===== config.mk =====
export PLATFORM = sky130hd
export DESIGN_NAME = multicycle_ctrl
export DESIGN_NICKNAME = d
export VERILOG_FILES = /design/src/rtl/multicycle_ctrl.sv
export SDC_FILE = /design/constraint.sdc
export NUM_CORES = 1
export LEC_CHECK = 0
export ABC_AREA = 1
export BUFFER_PORTS_ARGS = -buffer_cell sky130_fd_sc_hd__clkbuf_2
export CAP_MARGIN = 40
export CELL_PAD_IN_SITES_DETAIL_PLACEMENT = 0
export CELL_PAD_IN_SITES_GLOBAL_PLACEMENT = 1
export CORE_AREA = 4 4 81 60
export DETAILED_ROUTE_END_ITERATION = 16
export DIE_AREA = 0 0 85 64
export PLACE_DENSITY = 0.85
export REMOVE_ABC_BUFFERS = 1
export SKIP_CTS_REPAIR_TIMING = 1
export SLEW_MARGIN = 10
export SYNTH_ARGS = -nofsm -noshare
export SYNTH_HDL_FRONTEND = slang
export SYNTH_SLANG_ARGS = --single-unit

===== constraint.sdc =====
create_clock -name clk -period 1.95 [get_ports clk]
set_input_delay 0.2925 -clock clk [delete_from_list [all_inputs] [get_ports clk]]
set_output_delay 0.2925 -clock clk [all_outputs]
set_load 0.02 [all_outputs]

===== src/rtl/multicycle_ctrl.sv =====
// Multicycle RV32 subset control unit: sequences FETCH/DECODE/EXEC/MEM/WB,
// decodes the supported instructions and drives datapath enables. Memory
// waits are bounded by a timeout that leads to a sticky TRAP state.
//
// Handshake: in FETCH and MEM the controller holds mem_req high until it sees
// mem_ready high on a rising clock edge. That edge completes the access, and
// the access enables (ir_we, mdr_we, store pc_we/retire) are asserted in that
// same cycle. mem_ready is ignored in every other state.
module multicycle_ctrl #(
    parameter int MEM_TIMEOUT = 16,
    parameter int CNT_W       = 5
) (
    input  logic        clk,
    input  logic        rst_n,
    input  logic [31:0] instr,
    input  logic        br_eq,
    input  logic        br_lt,
    input  logic        mem_ready,
    output logic        mem_req,
    output logic        mem_we,
    output logic        addr_sel,
    output logic        ir_we,
    output logic        mdr_we,
    output logic        aluout_we,
    output logic        pc_we,
    output logic        pc_sel,
    output logic [2:0]  imm_sel,
    output logic        br_un,
    output logic        a_sel,
    output logic        b_sel,
    output logic [3:0]  alu_sel,
    output logic        reg_wen,
    output logic [1:0]  wb_sel,
    output logic        retire,
    output logic        trap,
    output logic [1:0]  cause,
    output logic [2:0]  state
);

    typedef enum logic [2:0] {
        S_FETCH  = 3'd0,
        S_DECODE = 3'd1,
        S_EXEC   = 3'd2,
        S_MEM    = 3'd3,
        S_WB     = 3'd4,
        S_TRAP   = 3'd7
    } state_t;

    localparam logic [3:0] ALU_ADD   = 4'd0;
    localparam logic [3:0] ALU_SUB   = 4'd1;
    localparam logic [3:0] ALU_AND   = 4'd2;
    localparam logic [3:0] ALU_OR    = 4'd3;
    localparam logic [3:0] ALU_XOR   = 4'd4;
    localparam logic [3:0] ALU_SLT   = 4'd5;
    localparam logic [3:0] ALU_SLTU  = 4'd6;
    localparam logic [3:0] ALU_PASSB = 4'd7;

    localparam logic [CNT_W-1:0] TIMEOUT    = CNT_W'(MEM_TIMEOUT);
    localparam bit               TIMEOUT_EN = (MEM_TIMEOUT != 0);

    state_t           state_q;
    logic [CNT_W-1:0] cnt;
    logic [CNT_W-1:0] cnt_inc;
    logic [1:0]       cause_q;

    logic [6:0] opcode;
    logic [2:0] f3;
    logic       b30;
    logic       unused_bits;

    logic       is_r, is_i, is_lw, is_sw, is_br, is_jal, is_jalr, is_lui, is_auipc;
    logic       legal;
    logic       taken;
    logic [3:0] dec_alu;

    assign opcode      = instr[6:0];
    assign f3          = instr[14:12];
    assign b30         = instr[30];
    assign unused_bits = ^{instr[31], instr[29:15], instr[11:7]};
    assign cnt_inc     = cnt + 1'b1;

    assign state = state_q;
    assign trap  = (state_q == S_TRAP);
    assign cause = cause_q;

    // Instruction decode: classify by opcode/func3/instr[30] and pick the ALU op
    always_comb begin
        is_r     = 1'b0;
        is_i     = 1'b0;
        is_lw    = 1'b0;
        is_sw    = 1'b0;
        is_br    = 1'b0;
        is_jal   = 1'b0;
        is_jalr  = 1'b0;
        is_lui   = 1'b0;
        is_auipc = 1'b0;
        dec_alu  = ALU_ADD;
        case (opcode)
            7'b0110011: begin
                is_r = 1'b1;
                case (f3)
                    3'b000:  dec_alu = b30 ? ALU_SUB : ALU_ADD;
                    3'b111:  dec_alu = ALU_AND;
                    3'b110:  dec_alu = ALU_OR;
                    3'b100:  dec_alu = ALU_XOR;
                    3'b010:  dec_alu = ALU_SLT;
                    3'b011:  dec_alu = ALU_SLTU;
                    default: is_r = 1'b0;
                endcase
                // instr[30] only selects SUB; on any other func3 it is illegal
                if (b30 && f3 != 3'b000) is_r = 1'b0;
            end
            7'b0010011: begin
                is_i = 1'b1;
                case (f3)
                    3'b000:  dec_alu = ALU_ADD;
                    3'b111:  dec_alu = ALU_AND;
                    3'b110:  dec_alu = ALU_OR;
                    3'b100:  dec_alu = ALU_XOR;
                    default: is_i = 1'b0;
                endcase
            end
            7'b0000011: is_lw    = (f3 == 3'b010);
            7'b0100011: is_sw    = (f3 == 3'b010);
            7'b1100011: is_br    = (f3 != 3'b010) && (f3 != 3'b011);
            7'b1101111: is_jal   = 1'b1;
            7'b1100111: is_jalr  = (f3 == 3'b000);
            7'b0110111: begin
                is_lui  = 1'b1;
                dec_alu = ALU_PASSB;
            end
            7'b0010111: is_auipc = 1'b1;
            default: ;
        endcase
        legal = is_r | is_i | is_lw | is_sw | is_br | is_jal | is_jalr | is_lui | is_auipc;
    end

    // Branch resolution from the datapath comparator results
    always_comb begin
        case (f3)
            3'b000:         taken = br_eq;
            3'b001:         taken = !br_eq;
            3'b100, 3'b110: taken = br_lt;
            3'b101, 3'b111: taken = !br_lt;
            default:        taken = 1'b0;
        endcase
    end

    // Control FSM with the memory-wait timeout counter and trap cause
    always_ff @(posedge clk or negedge rst_n) begin
        if (!rst_n) begin
            state_q <= S_FETCH;
            cnt     <= '0;
            cause_q <= 2'b00;
        end else begin
            case (state_q)
                S_FETCH: begin
                    if (mem_ready) begin
                        state_q <= S_DECODE;
                        cnt     <= '0;
                    end else if (TIMEOUT_EN && cnt_inc == TIMEOUT) begin
                        state_q <= S_TRAP;
                        cause_q <= 2'b10;
                        cnt     <= '0;
                    end else begin
                        cnt <= cnt_inc;
                    end
                end
                S_DECODE: begin
                    cnt <= '0;
                    if (legal) begin
                        state_q <= S_EXEC;
                    end else begin
                        state_q <= S_TRAP;
                        cause_q <= 2'b01;
                    end
                end
                S_EXEC: begin
                    cnt <= '0;
                    if (is_br)              state_q <= S_FETCH;
                    else if (is_lw || is_sw) state_q <= S_MEM;
                    else                    state_q <= S_WB;
                end
                S_MEM: begin
                    if (mem_ready) begin
                        state_q <= is_lw ? S_WB : S_FETCH;
                        cnt     <= '0;
                    end else if (TIMEOUT_EN && cnt_inc == TIMEOUT) begin
                        state_q <= S_TRAP;
                        cause_q <= 2'b11;
                        cnt     <= '0;
                    end else begin
                        cnt <= cnt_inc;
                    end
                end
                S_WB: begin
                    cnt     <= '0;
                    state_q <= S_FETCH;
                end
                S_TRAP: cnt <= '0;
                default: begin
                    cnt     <= '0;
                    state_q <= S_FETCH;
                end
            endcase
        end
    end

    // Datapath controls decoded from state and instruction; writes gated by reset
    always_comb begin
        mem_req   = 1'b0;
        mem_we    = 1'b0;
        addr_sel  = 1'b0;
        ir_we     = 1'b0;
        mdr_we    = 1'b0;
        aluout_we = 1'b0;
        pc_we     = 1'b0;
        pc_sel    = 1'b0;
        imm_sel   = 3'b000;
        br_un     = 1'b0;
        a_sel     = 1'b0;
        b_sel     = 1'b0;
        alu_sel   = ALU_ADD;
        reg_wen   = 1'b0;
        wb_sel    = 2'b00;
        retire    = 1'b0;
        case (state_q)
            S_FETCH: begin
                mem_req = 1'b1;
                ir_we   = mem_ready;
            end
            S_EXEC: begin
                aluout_we = 1'b1;
                alu_sel   = dec_alu;
                a_sel     = is_br | is_jal | is_auipc;
                b_sel     = !is_r;
                if (is_r)                     imm_sel = 3'b101;
                else if (is_sw)               imm_sel = 3'b001;
                else if (is_br)               imm_sel = 3'b010;
                else if (is_jal)              imm_sel = 3'b011;
                else if (is_lui || is_auipc)  imm_sel = 3'b100;
                else                          imm_sel = 3'b000;
                if (is_br) begin
                    br_un  = f3[1];
                    pc_we  = 1'b1;
                    pc_sel = taken;
                    retire = 1'b1;
                end
            end
            S_MEM: begin
                mem_req  = 1'b1;
                addr_sel = 1'b1;
                mem_we   = is_sw;
                if (mem_ready) begin
                    mdr_we = is_lw;
                    pc_we  = is_sw;
                    retire = is_sw;
                end
            end
            S_WB: begin
                reg_wen = 1'b1;
                pc_we   = 1'b1;
                retire  = 1'b1;
                pc_sel  = is_jal | is_jalr;
                if (is_lw)                 wb_sel = 2'b00;
                else if (is_jal || is_jalr) wb_sel = 2'b10;
                else                       wb_sel = 2'b01;
            end
            default: ;
        endcase
        if (!rst_n) begin
            pc_we   = 1'b0;
            ir_we   = 1'b0;
            mdr_we  = 1'b0;
            reg_wen = 1'b0;
            mem_we  = 1'b0;
            retire  = 1'b0;
        end
    end

endmodule


==> flow_summary_export.csv <==
group,metric,value,unit
setup_path,crit_type,"reg2out",
timing,skew,2.41,ps
cts,cts-buffers-inserted,3,
cts,clock-sinks,10,
run_status,status,"complete, no violations",
place,post-dp-hpwl,2.63,mm
floorplanning,fp.dieH,64,um
floorplanning,die_w,85,um
global_routing,grt_max_degree,11,
drt,drtPass1Iterations,4,
floorplanning,dieArea,5440,um2
cells_and_area,antenna_cells,0,
global_routing,grt.overflow.total,0,
cts,worstSkewPairLatency,230,ps
timing,fin_ws,69.9,ps
timing,fin_setup_tns,0,ps
cells_and_area,nNetsFinal,262,
setup_path,critPathRequiredTime,1660,ps
drt,vias,1268,
cells_and_area,final_cell_mix,"clkbuf_2 (40), nand2_1 (30), inv_1 (22), nor2_1 (19), nand2_2 (14)",
place,place_congestion,0.790,
drt,wire_per_inst,10.8,um
pwr,ir_worst_vdd,0.201,mV
timing,max_freq,532,MHz
yosys,ys_types,31,
setup_path,start_kind,"flop",
cells_and_area,multi_input_area,744,um2
floorplanning,io_pins,65,
cells_and_area,final_cell_area,1490,um2
timing,hold_violations,0,
yosys,ys_ff_latch,10,
floorplanning,initial_utilization,0.265,
cells_and_area,seq_area,253,um2
yosys,synth_ff_type,"dfrtp_1",
yosys,syn_inst,175,
timing,drv_slew,0,
yosys,avgSynthCellArea,6.33,um2
floorplanning,rows,20,
yosys,ys_async_sr_fraction,1.00,
timing,rsz0062_at_grt,"true",
setup_path,path_max_fanout,4,
global_routing,globalRouteTotalUtil,0.117,
cts,cts-root-buf,"clkbuf_8",
setup_path,critPathCaptureType,"output port",
global_routing,grt_pass1_vias,1160,
cts,cts_tree,"built",
pwr,power_leakage,0.785,nW
yosys,syn_area,1110,um2
yosys,synth_area_leaders,"dfrtp_1 (23%), nand2_1 (11%), inv_1 (7.8%)",
drt,antenna_left,0,
drt,via_per_inst,4.56,
cts,clk_pin_slew,50,ps
cells_and_area,syn_to_final_growth,34.5,%
global_routing,grt_first_pass_wirelength,5.22,mm
floorplanning,core,4180,um2
pwr,power,0.547,mW
cells_and_area,drive_above_1_share,0.417,
hold_path,hold_path_class,"in2reg",
yosys,synth_top_area_cell,"dfrtp_1",
yosys,ys_seq_area_frac,0.226,
setup_path,arrival,1590,ps
yosys,synth_edf_count,0,
cells_and_area,num-fill-cells,465,
job,cap_violations,0,
yosys,synth_top_area_frac,0.226,
drt,remaining_drc_errors,0,
cts,htree_levels,1,
timing,finalCritPeriodShare,0.964,
timing,holdWs,436,ps
timing,min_period,1880,ps
place,numPortBuffers,42,
drt,routed_wl,3.01,mm
place,place_ws,159,ps
cts,clockBufferDepth,2,
cells_and_area,layout_commonest_cell,"clkbuf_2",
timing,setup_viol,0,
global_routing,antenna_found_initial,0,
place,dpl_cell_area,1380,um2
yosys,synth_warnings,0,
drt,drt_iter0_markers,100,
pwr,power-per-cell-area,367,nW/um2
## synth_stat cells, types with 2 or more instances
master	count
a21oi_1	8
a31oi_1	2
buf_4	2
dfrtp_1	10
inv_1	23
inv_2	7
nand2_1	31
nand2_2	13
nand3_1	13
nand3_2	2
nand4_1	4
nor2_1	19
nor2_2	7
nor2_4	2
nor3_1	11
o21ai_0	6
## metal layers
layer	part of all wire	track usage	routed length, um	up-vias
li1	-	-	-	667
met1	0.48	0.164	1450	574
met2	0.45	0.179	1370	25
met3	0.058	0.0309	174	2
met4	0.0040	0.0217	12	0
met5	0	0	0	-
## worst max-delay path, cell delays in order, from the launching register on
cell	delay (ps)
dfrtp_1	390
inv_2	120
nand2_2	70
nor2_4	150
nand4_1	180
a31oi_2	260
buf_4	180
## state kept, by name (all words and copies together) (netlist names)
name   count
cnt        5
state      3
cause      2
## area by class of cell
cell class                 count  share of cell area
sequential                    10               0.170
inverter                      30              0.0756
clock buffer                   4              0.0370
timing repair buffer          47               0.171
tap                           55              0.0462
multi-input combinational    132               0.500
## stage by stage
stage,utilization,instances
after global placement,0.329,271
after CTS,0.342,275
after floorplan,-,172
after detailed placement,0.329,271
final,0.356,278
after global routing,0.356,278
## logic make-up after synthesis
family | after synthesis | synth area share
simple gates | 106 | 0.501
xor+xnor | 1 | 0.00791
flops | 10 | 0.226
fa+ha+maj | 1 | 0.0113
other cells | 1 | 0.00339
compound gates | 23 | 0.125
buf+inv | 33 | 0.125
## final timing paths
kind | startpoint | endpoint | slack [ps] | cells past startpoint
worst min register to register | cause[1] | cause[1] | 470 | 2
worst max register to register | cnt[0] | cause[1] | 330 | 8
min in group asynchronous | rst_n | state[0] | 520 | 3
max in group asynchronous | rst_n | state[1] | 1280 | 3
worst min-delay path | mem_ready | cnt[1] | 440 | 4
worst max-delay path | state[0] | retire | 70 | 6
## power by group
group	leakage, nW	internal [mW]	switching (mW)
sequential	0.123	0.208	0
clock	0.0288	0.177	0.0773
combinational	0.632	0.0281	0.0558
total	0.785	0.413	0.133
(Power assumes the default switching activity.)
